`config.mk`:
```
export PLATFORM = sky130hd
export DESIGN_NAME = coef_load_ctrl
export DESIGN_NICKNAME = d
export VERILOG_FILES = /design/src/rtl/coef_load_ctrl_pkg.sv /design/src/rtl/coef_load_ctrl.sv
export SDC_FILE = /design/constraint.sdc
export NUM_CORES = 1
export LEC_CHECK = 0
export ABC_AREA = 1
export CORE_ASPECT_RATIO = 0.9
export CORE_UTILIZATION = 37
export DETAILED_ROUTE_END_ITERATION = 16
export PLACE_DENSITY_LB_ADDON = 0.1
export SYNTH_ARGS = -nofsm -noshare
export SYNTH_HDL_FRONTEND = slang
export SYNTH_SLANG_ARGS = --single-unit
export TNS_END_PERCENT = 30
```
`constraint.sdc`:
```
create_clock -name clk -period 1.3 [get_ports clk]
set_input_delay 0.26 -clock clk [delete_from_list [all_inputs] [get_ports clk]]
set_output_delay 0.26 -clock clk [all_outputs]
set_load 0.02 [all_outputs]
```
`src/rtl/coef_load_ctrl_pkg.sv`:
```
// Shared constants and FSM encoding for the coefficient reload path
// (key block, coefficient ROM, FIR coefficient bank and coef_load_ctrl).
package coef_load_ctrl_pkg;

  localparam int DEF_TAP_NUM    = 16;
  localparam int DEF_COEF_WIDTH = 16;
  localparam int DEF_SET_BITS   = 2;

  // The key block powers up selecting this set, so the loader fetches it unasked.
  localparam int BOOT_SET = 1;

  typedef enum logic [1:0] {
    ST_IDLE  = 2'd0,
    ST_READ  = 2'd1,
    ST_FLUSH = 2'd2,
    ST_DONE  = 2'd3
  } load_state_t;

endpackage

```
`src/rtl/coef_load_ctrl.sv`:
```
// Streams one coefficient set from the external ROM into the FIR coefficient
// bank, one tap per cycle, with a single-deep "newest request wins" pending slot.
module coef_load_ctrl
  import coef_load_ctrl_pkg::*;
#(
  parameter int TAP_NUM    = DEF_TAP_NUM,
  parameter int COEF_WIDTH = DEF_COEF_WIDTH,
  parameter int SET_BITS   = DEF_SET_BITS,
  localparam int TAP_BITS  = $clog2(TAP_NUM),
  localparam int ADDR_BITS = SET_BITS + TAP_BITS
) (
  input  logic                  clk,
  input  logic                  rst_n,
  input  logic                  src_req,
  input  logic [SET_BITS-1:0]   src_coef_idx,
  output logic                  rom_rd_en,
  output logic [ADDR_BITS-1:0]  rom_addr,
  input  logic [COEF_WIDTH-1:0] rom_data,
  output logic                  coef_wr_en,
  output logic [TAP_BITS-1:0]   coef_wr_addr,
  output logic [COEF_WIDTH-1:0] coef_wr_data,
  output logic                  coef_busy,
  output logic                  coef_done,
  output logic [SET_BITS-1:0]   coef_set_active
);

  localparam logic [TAP_BITS-1:0] TAP_LAST  = TAP_BITS'(TAP_NUM - 1);
  localparam logic [TAP_BITS-1:0] TAP_ONE   = TAP_BITS'(1);
  localparam logic [TAP_BITS-1:0] TAP_ZERO  = '0;
  localparam logic [SET_BITS-1:0] BOOT_IDX  = SET_BITS'(BOOT_SET);

  load_state_t          state;
  logic [SET_BITS-1:0]  load_idx;
  logic [TAP_BITS-1:0]  tap_cnt;
  logic [TAP_BITS-1:0]  tap_nxt;
  logic                 pend;
  logic [SET_BITS-1:0]  pend_idx;
  logic                 boot;

  logic                 start_now;
  logic [SET_BITS-1:0]  start_idx;

  assign tap_nxt = tap_cnt + TAP_ONE;

  // A load starts from IDLE (external or power-up request) or straight out of
  // DONE when a request is pending or arrives in that very cycle.
  always_comb begin
    start_now = 1'b0;
    start_idx = src_coef_idx;
    unique case (state)
      ST_IDLE: begin
        start_now = src_req || boot;
        start_idx = boot ? BOOT_IDX : src_coef_idx;
      end
      ST_DONE: begin
        start_now = src_req || pend;
        start_idx = src_req ? src_coef_idx : pend_idx;
      end
      default: ;
    endcase
  end

  // ---- stage p0: sequencer and ROM read issue ----
  always_ff @(posedge clk or negedge rst_n) begin
    if (!rst_n) begin
      state           <= ST_IDLE;
      load_idx        <= '0;
      tap_cnt         <= '0;
      pend            <= 1'b0;
      pend_idx        <= '0;
      boot            <= 1'b1;
      rom_rd_en       <= 1'b0;
      rom_addr        <= '0;
      coef_busy       <= 1'b0;
      coef_done       <= 1'b0;
      coef_set_active <= BOOT_IDX;
    end else begin
      coef_done <= 1'b0;

      if (state == ST_DONE)
        coef_set_active <= load_idx;

      if (start_now) begin
        state     <= ST_READ;
        load_idx  <= start_idx;
        tap_cnt   <= '0;
        rom_rd_en <= 1'b1;
        rom_addr  <= {start_idx, TAP_ZERO};
        coef_busy <= 1'b1;
        boot      <= 1'b0;
        // A user request colliding with the power-up load is kept for later.
        pend      <= (state == ST_IDLE) && boot && src_req;
        pend_idx  <= src_coef_idx;
      end else begin
        if (src_req && (state == ST_READ || state == ST_FLUSH)) begin
          pend     <= 1'b1;
          pend_idx <= src_coef_idx;
        end

        unique case (state)
          ST_READ: begin
            if (tap_cnt == TAP_LAST) begin
              state     <= ST_FLUSH;
              rom_rd_en <= 1'b0;
            end else begin
              tap_cnt  <= tap_nxt;
              rom_addr <= {load_idx, tap_nxt};
            end
          end
          ST_FLUSH: begin
            state     <= ST_DONE;
            coef_done <= 1'b1;
          end
          ST_DONE: begin
            state     <= ST_IDLE;
            coef_busy <= 1'b0;
          end
          default: ;
        endcase
      end
    end
  end

  // ---- stage p1: coefficient bank write, one cycle behind the ROM read ----
  always_ff @(posedge clk or negedge rst_n) begin
    if (!rst_n) begin
      coef_wr_en   <= 1'b0;
      coef_wr_addr <= '0;
    end else begin
      coef_wr_en   <= rom_rd_en;
      coef_wr_addr <= rom_addr[TAP_BITS-1:0];
    end
  end

  // rom_data is already the ROM's output register, aligned with coef_wr_en;
  // gating keeps the data bus at zero whenever no write is in flight.
  assign coef_wr_data = coef_wr_en ? rom_data : '0;

endmodule
```
==> results of run 1 <==
==> stage by stage <==
step           utilization, %  instances  area [sq um]
3_3_place_gp             63.0        265          1960
2_1_floorplan               -        156          1260
3_5_place_dp             63.0        265          1960
4_1_cts                  63.5        271          1980
6_report                 68.1        272          2120
5_1_grt                  68.1        272          2120
==> cell families (layout without fill, tap and decap cells) <==
group,count (synthesis),after routing
compound gates,10,10
xor+xnor,1,1
fa+ha+maj,7,7
buf+inv,33,107
flops,24,24
simple gates,81,81
==> worst max-delay path, stage by stage, from the launching register on <==
cell     delay (ns)
dfrtp_2        0.46
ha_4           0.21
buf_4          0.15
nand3_1        0.07
nand2_1        0.05
nor2_1         0.11
nand2_1        0.07
and2_1         0.14
==> repair_timing <==
action	CTS	global route
cloned	1	0
endpoints found under the setup margin	43	31
resized for setup	103	50
pin swaps	1	7
buffers inserted	1	2
==> report_power, final <==
part / switching (mW) / internal, mW / leakage [nW] / total [mW]
Sequential: 0.171 / 1.02 / 0.284 / 1.19
Clock: 0.233 / 0.219 / 0.0228 / 0.452
Combinational: 1.31 / 1.05 / 0.836 / 2.36
==> layout make-up <==
type | instances | area share (%)
flip-flops and latches | 24 | 28.7
clock buffers | 4 | 2.13
multi-input cells | 99 | 30.3
inverters | 31 | 6.08
well taps | 42 | 2.48
repair buffers | 72 | 30.3
==> cells in the mapped netlist <==
library cell  number  area (sq um)
and2_1             2          12.5
nand2_1           51           191
nor2_1            11          41.3
clkbuf_1           1          3.75
ha_1               7          87.6
inv_2              1          3.75
nand2_4            1          11.3
nor3_1             2          10.0
nand2_2            2          12.5
a21oi_1            5          25.0
xor2_1             1          8.76
inv_1             29           109
a31o_2             1          8.76
dfrtp_1           22           551
nor2_2             1          6.26
buf_2              1          5.00
nand3_2            1          10.0
nand3_1           10          50.1
inv_4              1          6.26
o21ai_0            4          20.0
dfstp_2            2          52.6
==> flip-flops by register name, summed over array words and instances, names as in the netlist <==
name             cells
coef_wr_en           1
state                2
pend                 1
coef_busy            1
coef_set_active      2
pend_idx             2
coef_wr_addr         4
boot                 1
rom_rd_en            1
rom_addr             6
load_idx             2
coef_done            1
==> worst max path at each step <==
stage	from	endpoint	slack (ns)	cells past startpoint
final	state[1]	load_idx[0]	-0.07	7
after global routing	state[1]	load_idx[0]	-0.13	7
after CTS	coef_wr_en	coef_wr_data[1]	-0.17	5
after detailed placement	rom_data[11]	coef_wr_data[11]	-0.40	4
after global placement	rom_data[11]	coef_wr_data[11]	-0.41	4
after floorplan	coef_wr_en	coef_wr_data[10]	-0.02	4
==> per-layer routing <==
metal	global-route usage [%]	share of wire (%)
met1	20.6	38
met2	36.8	53
met3	5.49	8.6
met4	6.31	1.0
met5	0	0
==> metrics.md, run 1 <==
| Metric | Value |
|---|---|
| Die X | `62.7 um` |
| Total Wirelength | `3230 um` |
| Total GRT Usage | `19.5%` |
| FMAX | `729 MHz` |
| Adder-cell share of the synthesized area | `7.14%` |
| Hold buffer count at CTS | `0` |
| Worst Hold Class | `in -> async` |
| Pin count of the biggest net entering global routing | `16` |
| WHS | `0.299 ns` |
| P per Cell Area | `1890 mW/mm^2` |
| Slew Limit Fails | `0` |
| Reg area | `609 sq um` |
| Initial Util | `39.4%` |
| Total negative slack | `-0.689 ns` |
| Crit path arrival time | `1.53 ns` |
| IO Pins | `53` |
| Post-synthesis cell type count | `21` |
| Failing checks | `setup timing` |
| PortBufs | `52` |
| Multiplexer area fraction after synthesis | `0%` |
| H-tree levels | `1` |
| Max_cap viols | `0` |
| Avg WL per Cell | `11.9 um` |
| Height of the die | `56.6 um` |
| Initial antenna violation count | `0` |
| Most frequent cells in the layout | `36 x nand2_1, 21 x inv_1, 20 x clkdlybuf4s50_1` |
| Status | `finished with violations` |
| Setup ws final | `-0.0722 ns` |
| Worst Reg-to-Reg Cells | `7` |
| Simple-gate area share of the yosys netlist | `28.2%` |
| Core Footprint | `0.00311 sq mm` |
| Worst-skew pair later-pin latency | `0.27 ns` |
| TritonCTS clock tree | `done` |
| Row count | `19` |
| RSZ-0062 raised after global routing | `yes` |
| CTS Root Cell | `clkbuf_8` |
| DR iter-0 viols | `16` |
| Final setup fails | `24` |
| Register bit count reported by yosys | `24` |
| Synth Warn # | `0` |
| Clock Skews | `0.00433 ns` |
| Crit-path max FO | `5` |
| Worst r2r src | `state[1]` |
| Synth Instances | `156` |
| Antenna cells | `0` |
| Number of global-route vias before repair | `1,249` |
| Share of cells above drive strength 1 | `39.1%` |
| Syn nets | `184` |
| Post-synthesis xor/xnor area fraction | `0.714%` |
| P_leak | `1.14 nW` |
| Slew HR | `85.2%` |
| Reg-to-Reg End | `load_idx[0]` |
| Critical Path RT | `1.46 ns` |
| Post-route ant nets | `0` |
| Fillers | `261` |
| Mapped cell area | `0.00123 sq mm` |
| CP endpoint kind | `register` |
| Largest family of logic cells by synthesized area | `simple AND/OR/NAND/NOR gates` |
| Worst Tran Pin Value | `0.223 ns` |
| Global-route wire length before repair | `5400 um` |
| HPWL reported at the end of detailed placement | `2490 um` |
| Register area share after synthesis | `49.2%` |
| Combined area of the multi-input logic cells | `642 sq um` |
| Clock period minus worst slack | `1.37 ns` |
| Final period utilization | `106%` |
| Crit Path Class | `reg -> reg` |
| Syn avg cell area | `7.86 sq um` |
| Clock Path Buffers | `2` |
| CP Launch Type | `register` |
| Most common cell after layout, fill and taps aside | `nand2_1` |
| Flop-to-flop setup slack | `-0.07 ns` |
| Placer congestion estimate | `0.838` |
| Die area | `0.00355 sq mm` |
| Max IR drop VDD | `1210 uV` |
| Final net count | `259` |
| Area grow syn2layout | `72.9%` |
| Clock Sinks | `24` |
| Vias per cell | `4.54` |
| Post-layout power | `4.00 mW` |
| Worst-path clk slew | `0.08 ns` |
| Drt drc | `0` |
| Compound-Gate Fraction of Synth Area | `4.39%` |
| Gr ovfl total | `0` |
| DP Worst Slack | `-0.405 ns` |
| Via count | `1,235` |
| CTS Buf Count | `3` |
| DRT Pass-1 Iters | `4` |
| Final Hold Vio Count | `0` |
No activity file was read; power rests on OpenSTA's default activity.
==> inputs of run 2 (changes only) <==
- CORE_MARGIN: unset -> 4
==> run 2 against run 1 <==
Against the previous run:
- the flow still finishes with violations (setup timing)
- largest power group unchanged
- largest cell class is now non-clock buffers
- flip-flop and latch count unchanged
- combinational power about the same
- non-clock buffer count unchanged
- count of clock-buffer cells in the layout stayed put
- via count shrank 0.81%
- fmax down 1.2%
- routed wire length is 1.5% higher
- final area rose by 2.6%
- sequential share of layout area down 0.73 points
- critical path depth is the same
- critical path type unchanged
- final cell count unchanged
==> metrics.md, run 2 (synthesis results as in run 1) <==
| Metric | Value |
|---|---|
| Status | `finished with violations` |
| Clock period minus worst slack | `1.39 ns (+0.0164 ns)` |
| H-tree levels | `1 (unchanged)` |
| Most frequent cells in the layout | `35 x nand2_1, 20 x clkdlybuf4s50_1, 17 x inv_1, 17 x dfrtp_1, 15 x buf_4` |
| IO Pins | `53 (unchanged)` |
| Combined area of the multi-input logic cells | `659 sq um (+2.7%)` |
| FMAX | `720 MHz (-1.2%)` |
| Dpl cell area | `0.00197 sq mm (+0.26%)` |
| Crit Path Class | `reg -> reg` |
| TritonCTS clock tree | `done` |
| Clock Sinks | `24 (unchanged)` |
| Switching Fraction | `41.2% (-1.7 points)` |
| Placer congestion estimate | `0.833 (-0.61%)` |
| Worst-skew pair later-pin latency | `0.25 ns (-0.02 ns)` |
| Gr ovfl total | `0 (unchanged)` |
| Share of total power in the clock network | `12.1% (+0.8 points)` |
| RSZ-0062 raised after global routing | `yes` |
| Row count | `19 (unchanged)` |
| Clock Skews | `0.00220 ns (-0.00213 ns)` |
| Final instance area | `0.00217 sq mm (+2.6%)` |
| Clock Path Buffers | `2 (unchanged)` |
| Critical-path top delay cell | `dfrtp_2` |
| Initial Util | `39.4% (unchanged)` |
| CTS Root Cell | `clkbuf_8` |
| P_leak | `1.14 nW (-0.17%)` |
| Crit path arrival time | `1.54 ns (about the same)` |
| Total negative slack | `-0.654 ns (+0.0347 ns)` |
| CP Launch Type | `register` |
| Total GRT Usage | `15.3% (-4.1 points)` |
| CP endpoint kind | `register` |
| PortBufs | `52 (unchanged)` |
| Final setup fails | `23 (-4.2%)` |
| Final Hold Vio Count | `0 (unchanged)` |
| Critical Path RT | `1.45 ns (about the same)` |
| Switch Pwr | `1.66 mW (-3.5%)` |
| Top flop regs | `rom_addr (6), coef_wr_addr (4)` |
| Crit path buffers/inverters | `1 (unchanged)` |
| Vias per cell | `4.50 (-0.81%)` |
| Critical Path, Cell by Cell | `inv_2 > ha_4 > nor2_2 > a21oi_1 > nor2_1 > nand2_2 > and2_4` |
| Via count | `1,225 (-0.81%)` |
| Slew HR | `83.7% (-1.5 points)` |
| CP Depth | `7 (unchanged)` |
| DR iter-0 viols | `28 (+12)` |
| Failing checks | `setup timing` |
| Max_cap viols | `0 (unchanged)` |
| Global-route wire length before repair | `5260 um (-2.4%)` |
| Number of global-route vias before repair | `1,268 (+1.5%)` |
| Slew Limit Fails | `0 (unchanged)` |
| Final net count | `259 (unchanged)` |
| Max reg flops | `6 (unchanged)` |
| Area grow syn2layout | `77.3%` |
| Worst Hold Class | `in -> async` |
| WHS | `0.355 ns (+0.0560 ns)` |
| Antenna cells | `0 (unchanged)` |
| P per Cell Area | `1850 mW/mm^2 (-2.1%)` |
| Non-filler cells, final | `272 (unchanged)` |
| Core Footprint | `0.00311 sq mm (unchanged)` |
| Height of the die | `62.6 um (+11%)` |
| Reg-to-Reg End | `load_idx[0]` |
| Total Wirelength | `3280 um (+1.5%)` |
| Worst Reg-to-Reg Cells | `7 (unchanged)` |
| Biggest register | `rom_addr` |
| Worst-path clk slew | `0.08 ns (about the same)` |
| Avg WL per Cell | `12.1 um (+1.5%)` |
| Die X | `68.7 um (+9.6%)` |
| Max IR drop VDD | `1290 uV (+6.6%)` |
| Most common cell after layout, fill and taps aside | `nand2_1` |
| Cell Count Post-Placement | `264 (-0.38%)` |
| Post-layout power | `4.02 mW (+0.40%)` |
| Drt drc | `0 (unchanged)` |
| Flop pwr share | `29.4% (-0.3 points)` |
| HPWL reported at the end of detailed placement | `2410 um (-2.9%)` |
| DRT Pass-1 Iters | `4 (unchanged)` |
| Final period utilization | `107% (+1.3 points)` |
| CP top delay family | `simple AND/OR/NAND/NOR gates` |
| DP Worst Slack | `-0.404 ns (+0.000226 ns)` |
| Die area | `0.00430 sq mm (+21%)` |
| Post-route ant nets | `0 (unchanged)` |
| Gate power share | `58.5% (-0.5 points)` |
| Initial antenna violation count | `0 (unchanged)` |
| Final core utilization | `69.8% (+1.8 points)` |
| Pin count of the biggest net entering global routing | `25 (+9)` |
| Setup ws final | `-0.0886 ns (-0.0164 ns)` |
| Internal | `2.36 mW (+3.3%)` |
| Worst Tran Pin Value | `0.246 ns (+0.0230 ns)` |
| Worst r2r src | `state[1]` |
| Crit path largest cell delay | `0.46 ns (about the same)` |
| Fillers | `237 (-9.2%)` |
| Share of cells above drive strength 1 | `42.6% (+3.5 points)` |
| CTS Buf Count | `3 (unchanged)` |
| Flop-to-flop setup slack | `-0.09 ns (-0.02 ns)` |
| Beginning of the critical path | `state[1]` |
| Crit-path max FO | `5 (unchanged)` |
| Reg area | `609 sq um (unchanged)` |
| CP Capture Point | `load_idx[0]` |
run 2: worst reg2reg max path: cells and delay by family (launching register included):
family / cells / cell delay (ns)
buffers and inverters: 1 / 0.09
AO/OA/AOI/OAI: 1 / 0.06
AND/OR/NAND/NOR: 4 / 0.47
flip-flops: 1 / 0.46
adder cells (fa/ha/maj): 1 / 0.21
run 2: worst min-delay path by stage:
stage | cells after the start | start | endpoint | slack [ns]
6_report | 2 | rst_n | coef_wr_addr[0] | 0.36
5_1_grt | 2 | rst_n | rom_addr[4] | 0.38
4_1_cts | 2 | rst_n | coef_wr_addr[2] | 0.36
3_5_place_dp | 0 | rom_rd_en | coef_wr_en | 0.40
3_3_place_gp | 0 | rom_rd_en | coef_wr_en | 0.39
2_1_floorplan | 0 | rst_n | coef_busy | -0.04
run 2: layout make-up:
| type | instances | area share, % |
|---|---|---|
| sequential | 24 | 28.0 |
| multi-input combinational | 99 | 30.3 |
| clock buffer | 4 | 2.53 |
| tap | 42 | 2.42 |
| inverter | 31 | 5.70 |
| timing repair buffer | 72 | 31.0 |
run 2: power groups by stage:
| stage | logic [mW] | clock network [mW] | registers (mW) |
|---|---|---|---|
| global route | 2.63 | 0.536 | 1.22 |
| finish | 2.35 | 0.485 | 1.18 |
| floorplan | 1.05 | 0 | 1.37 |
| detailed placement | 2.10 | 0 | 1.19 |
| CTS | 2.07 | 0.503 | 1.18 |
| global placement | 2.06 | 0 | 1.18 |
run 2: per-layer routing:
metal	vias up	share of wire (%)	GRT usage, %	wire [um]
met5	-	0	0	0
met4	0	0.55	5.21	18
met3	2	12	4.32	394
met2	46	50	27.9	1640
met1	564	37	16.2	1230
li1	613	-	-	-
run 2: repair_timing:
| item | in CTS | in global routing |
|---|---|---|
| pin swaps | 3 | 7 |
| buffers inserted | 1 | 3 |
| setup endpoints to repair | 43 | 32 |
| gates cloned | 1 | 0 |
| hold buffers | 0 | 0 |
| resized for setup | 100 | 66 |
